$ cat src/rtl/panel_write_arbiter.sv
// panel_write_arbiter
//   Round-robin arbiter that shares the single panel write bus between
//   NUM_REQ pixel sources. A grant is locked for a burst until 'last' (or
//   until MAX_BURST beats). Beats with an out-of-range panel or address are
//   accepted but discarded. On every cycle without a written beat, ctrl_en
//   sits at IDLE_EN so that no panel is selected.
//
//   state   | meaning
//   --------+------------------------------------------------------------
//   S_IDLE  | no lock; round-robin search from rr_ptr each cycle
//   S_BURST | bus locked to owner_q until its last beat or MAX_BURST beats
//
// Ports
//   display_clock  in   clock, rising edge
//   reset          in   synchronous, active-high
//   req_valid      in   [NUM_REQ]     beat offered by requester i
//   req_ready      out  [NUM_REQ]     beat accepted this cycle (comb, one-hot/zero)
//   req_last       in   [NUM_REQ]     final beat of a burst
//   req_panel      in   [8*NUM_REQ]   panel index per requester
//   req_addr       in   [16*NUM_REQ]  pixel address per requester
//   req_wdat       in   [16*NUM_REQ]  RGB565 pixel per requester
//   ctrl_en        out  [8]           panel select, IDLE_EN when no write
//   ctrl_addr      out  [16]          write address
//   ctrl_wdat      out  [16]          write data
//   grant_id       out  [2]           current or most recent bus owner
//   busy           out                high in S_BURST
//   drop_pulse     out                accepted beat was discarded (range)
//   burst_err      out                burst force-released at MAX_BURST
module panel_write_arbiter #(
  parameter int          NUM_REQ    = 2,
  parameter int          NUM_PANELS = 8,
  parameter int          PIXELS     = 4096,
  parameter int          MAX_BURST  = 4096,
  parameter logic [7:0]  IDLE_EN    = 8'hFF
) (
  input  logic                    display_clock,
  input  logic                    reset,
  input  logic [NUM_REQ-1:0]      req_valid,
  output logic [NUM_REQ-1:0]      req_ready,
  input  logic [NUM_REQ-1:0]      req_last,
  input  logic [8*NUM_REQ-1:0]    req_panel,
  input  logic [16*NUM_REQ-1:0]   req_addr,
  input  logic [16*NUM_REQ-1:0]   req_wdat,
  output logic [7:0]              ctrl_en,
  output logic [15:0]             ctrl_addr,
  output logic [15:0]             ctrl_wdat,
  output logic [1:0]              grant_id,
  output logic                    busy,
  output logic                    drop_pulse,
  output logic                    burst_err
);

  localparam int               CW        = $clog2(MAX_BURST + 1);
  localparam logic [CW-1:0]    MAX_CNT   = CW'(MAX_BURST);
  localparam logic [8:0]       PANEL_LIM = 9'(NUM_PANELS);
  localparam logic [16:0]      PIX_LIM   = 17'(PIXELS);

  typedef enum logic {
    S_IDLE  = 1'b0,
    S_BURST = 1'b1
  } state_t;

  state_t          state_q, state_d;
  logic [1:0]      rr_ptr_q, rr_ptr_d;
  logic [1:0]      owner_q, owner_d;
  logic [1:0]      grant_d;
  logic [CW-1:0]   beat_cnt_q, beat_cnt_d;
  logic [CW-1:0]   cnt_inc;

  logic            found;
  logic            acc;
  logic [1:0]      acc_id;
  logic            acc_last;
  logic [7:0]      acc_panel;
  logic [15:0]     acc_addr;
  logic [15:0]     acc_wdat;
  logic            in_range;
  logic            force_rel;

  function automatic logic [1:0] next_id(input logic [1:0] id);
    return 2'((int'(id) + 1) % NUM_REQ);
  endfunction

  // Winner selection and payload mux. In IDLE the search walks from rr_ptr
  // upward (mod NUM_REQ); in BURST only the owner is eligible.
  always_comb begin
    found     = 1'b0;
    acc_id    = 2'd0;
    acc_last  = 1'b0;
    acc_panel = 8'd0;
    acc_addr  = 16'd0;
    acc_wdat  = 16'd0;
    req_ready = '0;
    if (state_q == S_IDLE) begin
      for (int k = 0; k < NUM_REQ; k++) begin
        for (int i = 0; i < NUM_REQ; i++) begin
          if (!found && (i == (int'(rr_ptr_q) + k) % NUM_REQ) && req_valid[i]) begin
            found  = 1'b1;
            acc_id = 2'(i);
          end
        end
      end
    end else begin
      for (int i = 0; i < NUM_REQ; i++) begin
        if ((i == int'(owner_q)) && req_valid[i]) begin
          found  = 1'b1;
          acc_id = 2'(i);
        end
      end
    end
    // Nothing is accepted on a reset cycle; the beat stays with its source.
    acc = found && !reset;
    for (int i = 0; i < NUM_REQ; i++) begin
      if (i == int'(acc_id)) begin
        acc_last     = req_last[i];
        acc_panel    = req_panel[8*i +: 8];
        acc_addr     = req_addr[16*i +: 16];
        acc_wdat     = req_wdat[16*i +: 16];
        req_ready[i] = acc;
      end
    end
  end

  assign in_range = ({1'b0, acc_panel} < PANEL_LIM) &&
                    (acc_panel != IDLE_EN) &&
                    ({1'b0, acc_addr} < PIX_LIM);

  assign cnt_inc = beat_cnt_q + CW'(1);

  always_comb begin
    state_d    = state_q;
    rr_ptr_d   = rr_ptr_q;
    owner_d    = owner_q;
    beat_cnt_d = beat_cnt_q;
    grant_d    = grant_id;
    force_rel  = 1'b0;
    case (state_q)
      S_IDLE: begin
        if (acc) begin
          grant_d  = acc_id;
          rr_ptr_d = next_id(acc_id);
          if (!acc_last) begin
            state_d    = S_BURST;
            owner_d    = acc_id;
            beat_cnt_d = CW'(1);
          end
        end
      end
      S_BURST: begin
        if (acc) begin
          beat_cnt_d = cnt_inc;
          if (acc_last) begin
            state_d    = S_IDLE;
            rr_ptr_d   = next_id(owner_q);
            beat_cnt_d = '0;
          end else if (cnt_inc == MAX_CNT) begin
            state_d    = S_IDLE;
            beat_cnt_d = '0;
            force_rel  = 1'b1;
          end
        end
      end
      default: state_d = S_IDLE;
    endcase
  end

  always_ff @(posedge display_clock) begin
    if (reset) begin
      state_q    <= S_IDLE;
      rr_ptr_q   <= 2'd0;
      owner_q    <= 2'd0;
      beat_cnt_q <= '0;
      grant_id   <= 2'd0;
      ctrl_en    <= IDLE_EN;
      ctrl_addr  <= 16'd0;
      ctrl_wdat  <= 16'd0;
      drop_pulse <= 1'b0;
      burst_err  <= 1'b0;
    end else begin
      state_q    <= state_d;
      rr_ptr_q   <= rr_ptr_d;
      owner_q    <= owner_d;
      beat_cnt_q <= beat_cnt_d;
      grant_id   <= grant_d;
      ctrl_en    <= (acc && in_range) ? acc_panel : IDLE_EN;
      if (acc && in_range) begin
        ctrl_addr <= acc_addr;
        ctrl_wdat <= acc_wdat;
      end
      drop_pulse <= acc && !in_range;
      burst_err  <= force_rel;
    end
  end

  assign busy = (state_q == S_BURST);

endmodule

$ cat config.mk
export PLATFORM = sky130hd
export DESIGN_NAME = panel_write_arbiter
export DESIGN_NICKNAME = d
export VERILOG_FILES = /design/src/rtl/panel_write_arbiter.sv
export SDC_FILE = /design/constraint.sdc
export NUM_CORES = 1
export LEC_CHECK = 0
export CAP_MARGIN = 20
export CELL_PAD_IN_SITES_DETAIL_PLACEMENT = 1
export CELL_PAD_IN_SITES_GLOBAL_PLACEMENT = 2
export CORE_MARGIN = 1.5
export CORE_UTILIZATION = 22
export CTS_CLUSTER_DIAMETER = 40
export DETAILED_ROUTE_END_ITERATION = 10
export PLACE_DENSITY_LB_ADDON = 0.25
export SYNTH_ARGS = -nofsm -noshare
export SYNTH_HDL_FRONTEND = slang
export SYNTH_SLANG_ARGS = --single-unit
export TNS_END_PERCENT = 30
$ cat constraint.sdc
create_clock -name display_clock -period 2.8 [get_ports display_clock]
set_clock_uncertainty 0.1 [all_clocks]
set_input_delay 0.84 -clock display_clock [delete_from_list [all_inputs] [get_ports display_clock]]
set_output_delay 0.84 -clock display_clock [all_outputs]
set_load 0.005 [all_outputs]
==> flow_results.org, run 1 <==
** Worst setup path
- By startpoint and endpoint, the worst setup path is classified as primary input to output pin.
- Kind of end point of the critical path :: output pin
- Data on the critical path is required at its endpoint by 1.86 ns.
- Ordered list of cells on the worst path :: clkdlybuf4s15_1 -> or3b_4 -> and3_4 -> nor2_2 -> buf_2
- The worst setup path is launched from a primary input.
- The slowest stage of the critical path is the or3b_4 cell.
- Critical path arrival :: 1.82 ns
- Largest fanout on the critical path :: 2
- Largest stage delay, worst path :: 0.39 ns

** Synth
- In this run the cell area of the synthesized design comes to 2810 sq um.
- Cell taking the most area after synthesis :: dfxtp_1
- Area share of the leading cell type in the synthesized netlist :: 42.0%
- By area the synthesized netlist is led by dfxtp_1 42%, nand2_1 10%, a311oi_1 8.7%, nor2_1 6.1%, and2_1 2.2%.
- Ys Warns :: 0
- The number of different library cells used by synthesis comes to 51.
- Main synth FF type :: dfxtp_1
- Synthesis produced 350 cells.
- EDFF count, synth :: 0
- Share of flip-flops with an asynchronous set or reset :: 0%
- After synthesis, the mean cell area works out to 8.04 sq um.
- After synthesis, flip-flops and latches occupy 42.0% of the total area.
- Synth Net Count :: 437
- Yosys reg bits :: 59

** Layout
- In the final layout, the share of cells above drive strength 1 is 12.4%.
- Leading cell types in the layout, fill and taps excluded :: 126 x clkdlybuf4s50_1, 76 x nand2_1, 59 x dfxtp_1, 45 x nor2_1, 28 x a311oi_1
- Final std cells w/o fill :: 673
- Once layout is complete, the utilization of the core stands at 37.6%.
- In the final design database the tool counted 583 nets.
- Compared with the post-synthesis result, the final layout area differs by 67.9%.
- The library cell used most frequently in the layout, excluding fill and tap cells, is clkdlybuf4s50_1.
- The number of antenna diodes in the final layout is 0.

** Floorplanning
- Measured along the y axis, the die boundary spans 116 um.
- Standard-cell row count :: 41
- The floorplan step defined a core boundary enclosing 12600 sq um.
- Once the floorplan was initialized, standard cells occupied 22.4% of the core.
- The die covers 13500 sq um.
- Number of ports placed on the die boundary :: 133
- Die span in x :: 116 um

** STA
- The max-slew violation count is 0.
- Setup violations remaining at the end of the flow were counted as 0.
- Based on the critical path, the design can be clocked at up to 363 MHz.
- Setup slack closes at 0.0435 ns.
- Hold timing on the final database bottoms out at a slack of 0.362 ns.
- Of the available clock period, the critical path in the final layout requires 98.4%.
- Time the worst path needs with I/O delays and setup :: 2.76 ns
- The final number of hold-violating endpoints was 0.
- Setup repair after global routing left no endpoint under its margin.

** Detailed routing
- Average via count per standard cell :: 4.60
- Total vias in the final route :: 3096
- Remaining number of nets flagged by the antenna check after routing :: 0
- DR pass1 iterations :: 4
- Summed over all layers, the routed wires come to 10600 um.
- Drt drc :: 0
- After the first detailed-routing iteration, the DRC count stood at 122.
- Mean routed wirelength per cell :: 15.7 um

** Placement
- Before CTS, the worst setup slack after placement is -0.644 ns.
- Routability-driven placement finished with a final weighted congestion of 0.748.
- In this run, placement finished with an instance count of 656.
- Detailed placement finished with a half-perimeter wire length of 7740 um.
- IO buf count :: 131

** Outcome
- Status :: finished, final reports clean

** Global routing
- Largest net degree at the start of global routing :: 34
- Global routing consumed, over all layers together, 15.8% of the routing resources.
- Initial antenna violation count :: 0
- The via count of the first global-routing pass is 3124.
- Wire length of the first global-routing pass :: 16000 um
- The total overflow left after global routing is 0.

** Pwr
- Part of the power in registers :: 38.3%
- Lkg Pwr :: 1.71 nW
- The analysis attributes to net switching a power of 590 uW.
- Clock Power Share :: 44.5%
- The worst-case IR drop observed on VDD is 0.221 mV.
- In this run the power density over the cells is 474 nW/um^2.
- The completed layout was analyzed and its total power is 2.24 mW.
- Part of the total power dissipated in combinational logic :: 17.2%
- Net switching is 26.3% of the power.
- Cell internal power was estimated by the tool at 1.65 mW.

** Clock tree
- Counting the buffers created by CTS gives 9.
- Maximum clock path buffer count :: 2
- Clock transition at the registers of the reported paths :: 0.05 ns
- CTS tree :: yes
- CTS built an H-tree with a depth of 3.
- For this design, the sink count on the clock tree is 59.
- After clock tree synthesis, the flow added hold-fix buffers numbering 0.
- The cell sitting at the root of the clock tree is a clkbuf_16.
- The later pin in the worst-skew pair is clocked with a latency of 0.33 ns.

** Worst hold path
- Type of the tightest min-delay check :: flop to flop

** Job
- Maximum Capacitance Violations :: 0
layer usage:
metal	vias up	track usage (%)	wire length, um
met1	1461	18.7	4540
li1	1529	-	-
met4	0	8.54	351
met5	-	0	0
met3	22	5.86	715
met2	84	25.0	4970
sequential cells by signal, indices dropped and copies added (netlist names), 8 cells and up:
name and flops:
ctrl_addr 16, ctrl_wdat 16, beat_cnt_q 13, ctrl_en 8
power by group through the flow:
stage	clock, mW	sequential, mW	combinational (mW)
3_3_place_gp	0	0.876	0.376
6_report	0.997	0.859	0.385
3_5_place_dp	0	0.877	0.381
2_1_floorplan	0	0.874	0.156
4_1_cts	1.03	0.859	0.389
5_1_grt	1.07	0.860	0.423
timing repair:
action / 4_1_cts / 5_1_grt
resized for setup: 13 / 3
buffers inserted: 1 / 0
endpoints found under the setup margin: 41 / 23
hold endpoints to repair: 0 / 0
cell usage after synthesis, drive strengths merged, types with 3 or more instances:
library cell and count:
nand2 76, clkbuf 13, inv 11, nand4 7, and2 10, a31oi 8
xnor2 4, buf 12, nand3 10, a311oi 30, mux2i 3, a21oi 10
o21ai 6, dfxtp 59, nand2b 4, nor2 47, and3 3, nand3b 3
and4 4, a41oi 3
cell type report:
| class | instances | area (sq um) |
|---|---|---|
| Clock buffer | 11 | 233 |
| Clock inverter | 5 | 30.0 |
| Fill cell | 1511 | 7850 |
| Inverter | 11 | 41.3 |
| Multi-Input combinational cell | 255 | 1480 |
| Sequential cell | 59 | 1180 |
| Tap cell | 172 | 215 |
| Timing Repair Buffer | 160 | 1550 |
per-stage QoR:
step                      setup TNS, ns  cell area, sq um
final                                 0              4720
after global routing                  0              4720
after detailed placement         -24.90              4440
after floorplan                       0              2810
after CTS                             0              4720
after global placement           -21.81              4440
critical path, delay by kind of cell:
kind	cells	cell delay, ns
simple gates	3	0.68
buf+inv	2	0.30
logic make-up after synthesis:
logic type,share of synthesized area (%)
multiplexers,1.47
AO/OA/AOI/OAI,19.2
other,0.133
flip-flops,42.0
AND/OR/NAND/NOR,28.6
adder cells (fa/ha/maj),0.445
buffers and inverters,6.23
XOR/XNOR,1.87
path summary, 6_finish.rpt:
check / depth (start not counted) / endpoint / from / slack (ns)
worst min-delay path: 1 / ctrl_addr[14] / ctrl_addr[14] / 0.36
worst max-delay path: 5 / req_ready[0] / req_valid[0] / 0.04
worst min register to register: 1 / ctrl_addr[14] / ctrl_addr[14] / 0.36
worst max register to register: 8 / ctrl_addr[0] / owner_q[0] / 0.38
Power figures use the tool's default switching activity.
==> run 2: changes to the inputs <==
Settings changed: ABC_AREA from default to 0, SETUP_SLACK_MARGIN from default to 0.1.
==> flow_results.org, run 2 (synthesized netlist as in run 1, its figures left out) <==
** Worst hold path
- The min-delay analysis places its worst path in the category flop to flop.

** Worst setup path
- The worst setup path is captured at an output pin.
- The largest single stage delay on the critical path is 0.38 ns.
- Launching element type of the critical path :: primary input
- Critical path arrival :: 1.75 ns
- On the critical path the largest part of the delay comes from simple AND/OR/NAND/NOR gates.
- The worst setup path is of the primary input to output pin kind.
- Crit path buffers/inverters :: 2
- Worst path slowest cell :: or3b_4
- Largest fanout on the critical path :: 2
- CP Data Required Time :: 1.86 ns
- Ordered list of cells on the worst path :: clkdlybuf4s15_2 -> or3b_4 -> and3_4 -> nor2_4 -> buf_6

** STA
- Hold slack :: 0.359 ns
- Final period util :: 95.9%
- Setup repair after global routing could not meet its margin everywhere.
- Setup slack on the critical path of the routed design comes to 0.114 ns.
- For this run, the top clock speed supported by timing is 372 MHz.
- Final setup violating endpoints :: 0
- Summed over all failing endpoints, the final setup total negative slack is 0 ns.
- At the pin with the least slew margin, the transition time is 0.493 ns.
- In this run the tightest slew margin relative to its limit is 66.3%.
- Hold Vio Cnt, Final :: 0
- Pins over their slew limit :: 0
- Time the worst path needs with I/O delays and setup :: 2.69 ns

** Global routing
- Wire length of the first global-routing pass :: 16400 um
- Largest net degree at the start of global routing :: 34
- Gr ovfl total :: 0
- GRT Util Overall :: 15.9%
- The initial antenna violation count was 0.
- Number of global-route vias before repair :: 3198

** Layout
- Diode insertion count for antenna repair :: 0
- The library cell used most frequently in the layout, excluding fill and tap cells, is clkdlybuf4s50_1.
- Syn-to-layout area delta :: 71.6%
- Leading cell types in the layout, fill and taps excluded :: 126 x clkdlybuf4s50_1, 75 x nand2_1, 59 x dfxtp_1, 44 x nor2_1, 28 x a311oi_1
- The layout has 1490 filler cells.
- Of the cells placed in the final design, the portion with a size suffix greater than 1 is 13.4%.
- Number of nets at the end of the flow :: 584
- Registers with the most flip-flops :: ctrl_addr (16), ctrl_wdat (16), beat_cnt_q (13)

** Floorplanning
- Number of ports placed on the die boundary :: 133
- In this run the horizontal extent of the chip is 116 um.
- The die is 116 um tall.
- In this run the core area contains 41 standard-cell rows.
- Effective utilization at floorplan :: 22.4%
- Full die area :: 13500 sq um
- Core area :: 12600 sq um

** Clock tree
- For this design, the sink count on the clock tree is 59.
- TritonCTS created 9 clock buffers.
- Clock transition at the registers of the reported paths :: 0.05 ns
- CTS built an H-tree with a depth of 3.
- Count of hold-fix buffers inserted at cts :: 0
- The root buffer cell chosen for the clock tree is clkbuf_16.
- The clock passes through at most 2 buffers.
- CTS tree :: yes
- The later pin in the worst-skew pair is clocked with a latency of 0.33 ns.

** Pwr
- Lkg Pwr :: 1.75 nW
- Worst IR drop on VDD :: 0.315 mV
- Overall Power :: 2.46 mW
- For this design the ratio of total power to cell area is 510 nW/um^2.

** Detailed routing
- DR pass1 iterations :: 5
- Routed Wire Length :: 10500 um
- Drt drc :: 0
- After the first detailed-routing iteration, the DRC count stood at 91.
- Dividing the detail-routed wire length by the instance count gives 15.7 um.
- Average via count per standard cell :: 4.64
- Total vias in the final route :: 3118
- Remaining number of nets flagged by the antenna check after routing :: 0

** Placement
- The wire-length estimate of the detail-placed layout is 7610 um.
- Placer Congestion :: 0.763
- IO buf count :: 131
- Pre-CTS setup slack :: -0.636 ns

** Job
- The tool flagged a number of max-cap violations equal to 0.

** Outcome
- The flow ran to the end, and the final reports show no timing, DRC or antenna violations.
run 2: cell types whose count changed in the layout (fill, tap and decap cells not counted), sizes merged:
| cell | previous run | this run |
|---|---|---|
| clkinv | 3 | 0 |
| bufinv | 0 | 2 |
| clkinvlp | 2 | 0 |
| buf | 32 | 33 |
| clkbuf | 11 | 12 |
run 2: repair_timing:
action | CTS | global route
buffers inserted | 1 | 0
pin swaps | 2 | 0
endpoints found under the setup margin | 41 | 10
gates resized for setup | 18 | 4
gates cloned | 0 | 0
run 2: cell type report:
class                   count  area, sq um  area share, %
flip-flops and latches     59         1180           24.5
well taps                 172          215           4.46
clock inverters             2         60.1           1.24
repair buffers            161         1560           32.3
multi-input cells         255         1510           31.3
clock buffers              12          256           5.32
inverters                  11         41.3          0.856
run 2: per-stage QoR:
stage | utilization (%) | instance area (sq um) | cells
finish | 38.4 | 4830 | 672
global placement | 35.5 | 4460 | 657
floorplan | - | 2840 | 350
detailed placement | 35.5 | 4460 | 657
CTS | 38.3 | 4810 | 672
global route | 38.4 | 4830 | 672
run 2: worst paths after layout:
kind | cells after the start | slack, ns | to | start
worst min register to register | 1 | 0.36 | ctrl_addr[15] | ctrl_addr[15]
worst max register to register | 6 | 0.51 | beat_cnt_q[5] | beat_cnt_q[6]
worst max-delay path | 5 | 0.11 | req_ready[0] | req_valid[0]
worst min-delay path | 1 | 0.36 | ctrl_addr[15] | ctrl_addr[15]
run 2: worst register-to-register path, cell delays in order, from the launching register on:
cell and delay [ns]:
dfxtp_1 0.39, a2111oi_0 0.49, a41oi_1 0.09, a211oi_1 0.39, nand4_2 0.33, a41oi_1 0.31, a31oi_1 0.05
run 2: report_power, final:
part / internal (mW) / leakage (nW) / switching [mW]
Combinational: 0.219 / 1.12 / 0.188
Sequential: 0.850 / 0.476 / 0.0105
Clock: 0.817 / 0.155 / 0.378
run 2: per-layer routing:
metal	vias to the layer above	track usage, %	wire length (um)
met5	-	0	0
met4	0	5.77	186
met3	16	5.33	694
met2	88	27.3	5330
met1	1487	18.5	4340
li1	1527	-	-
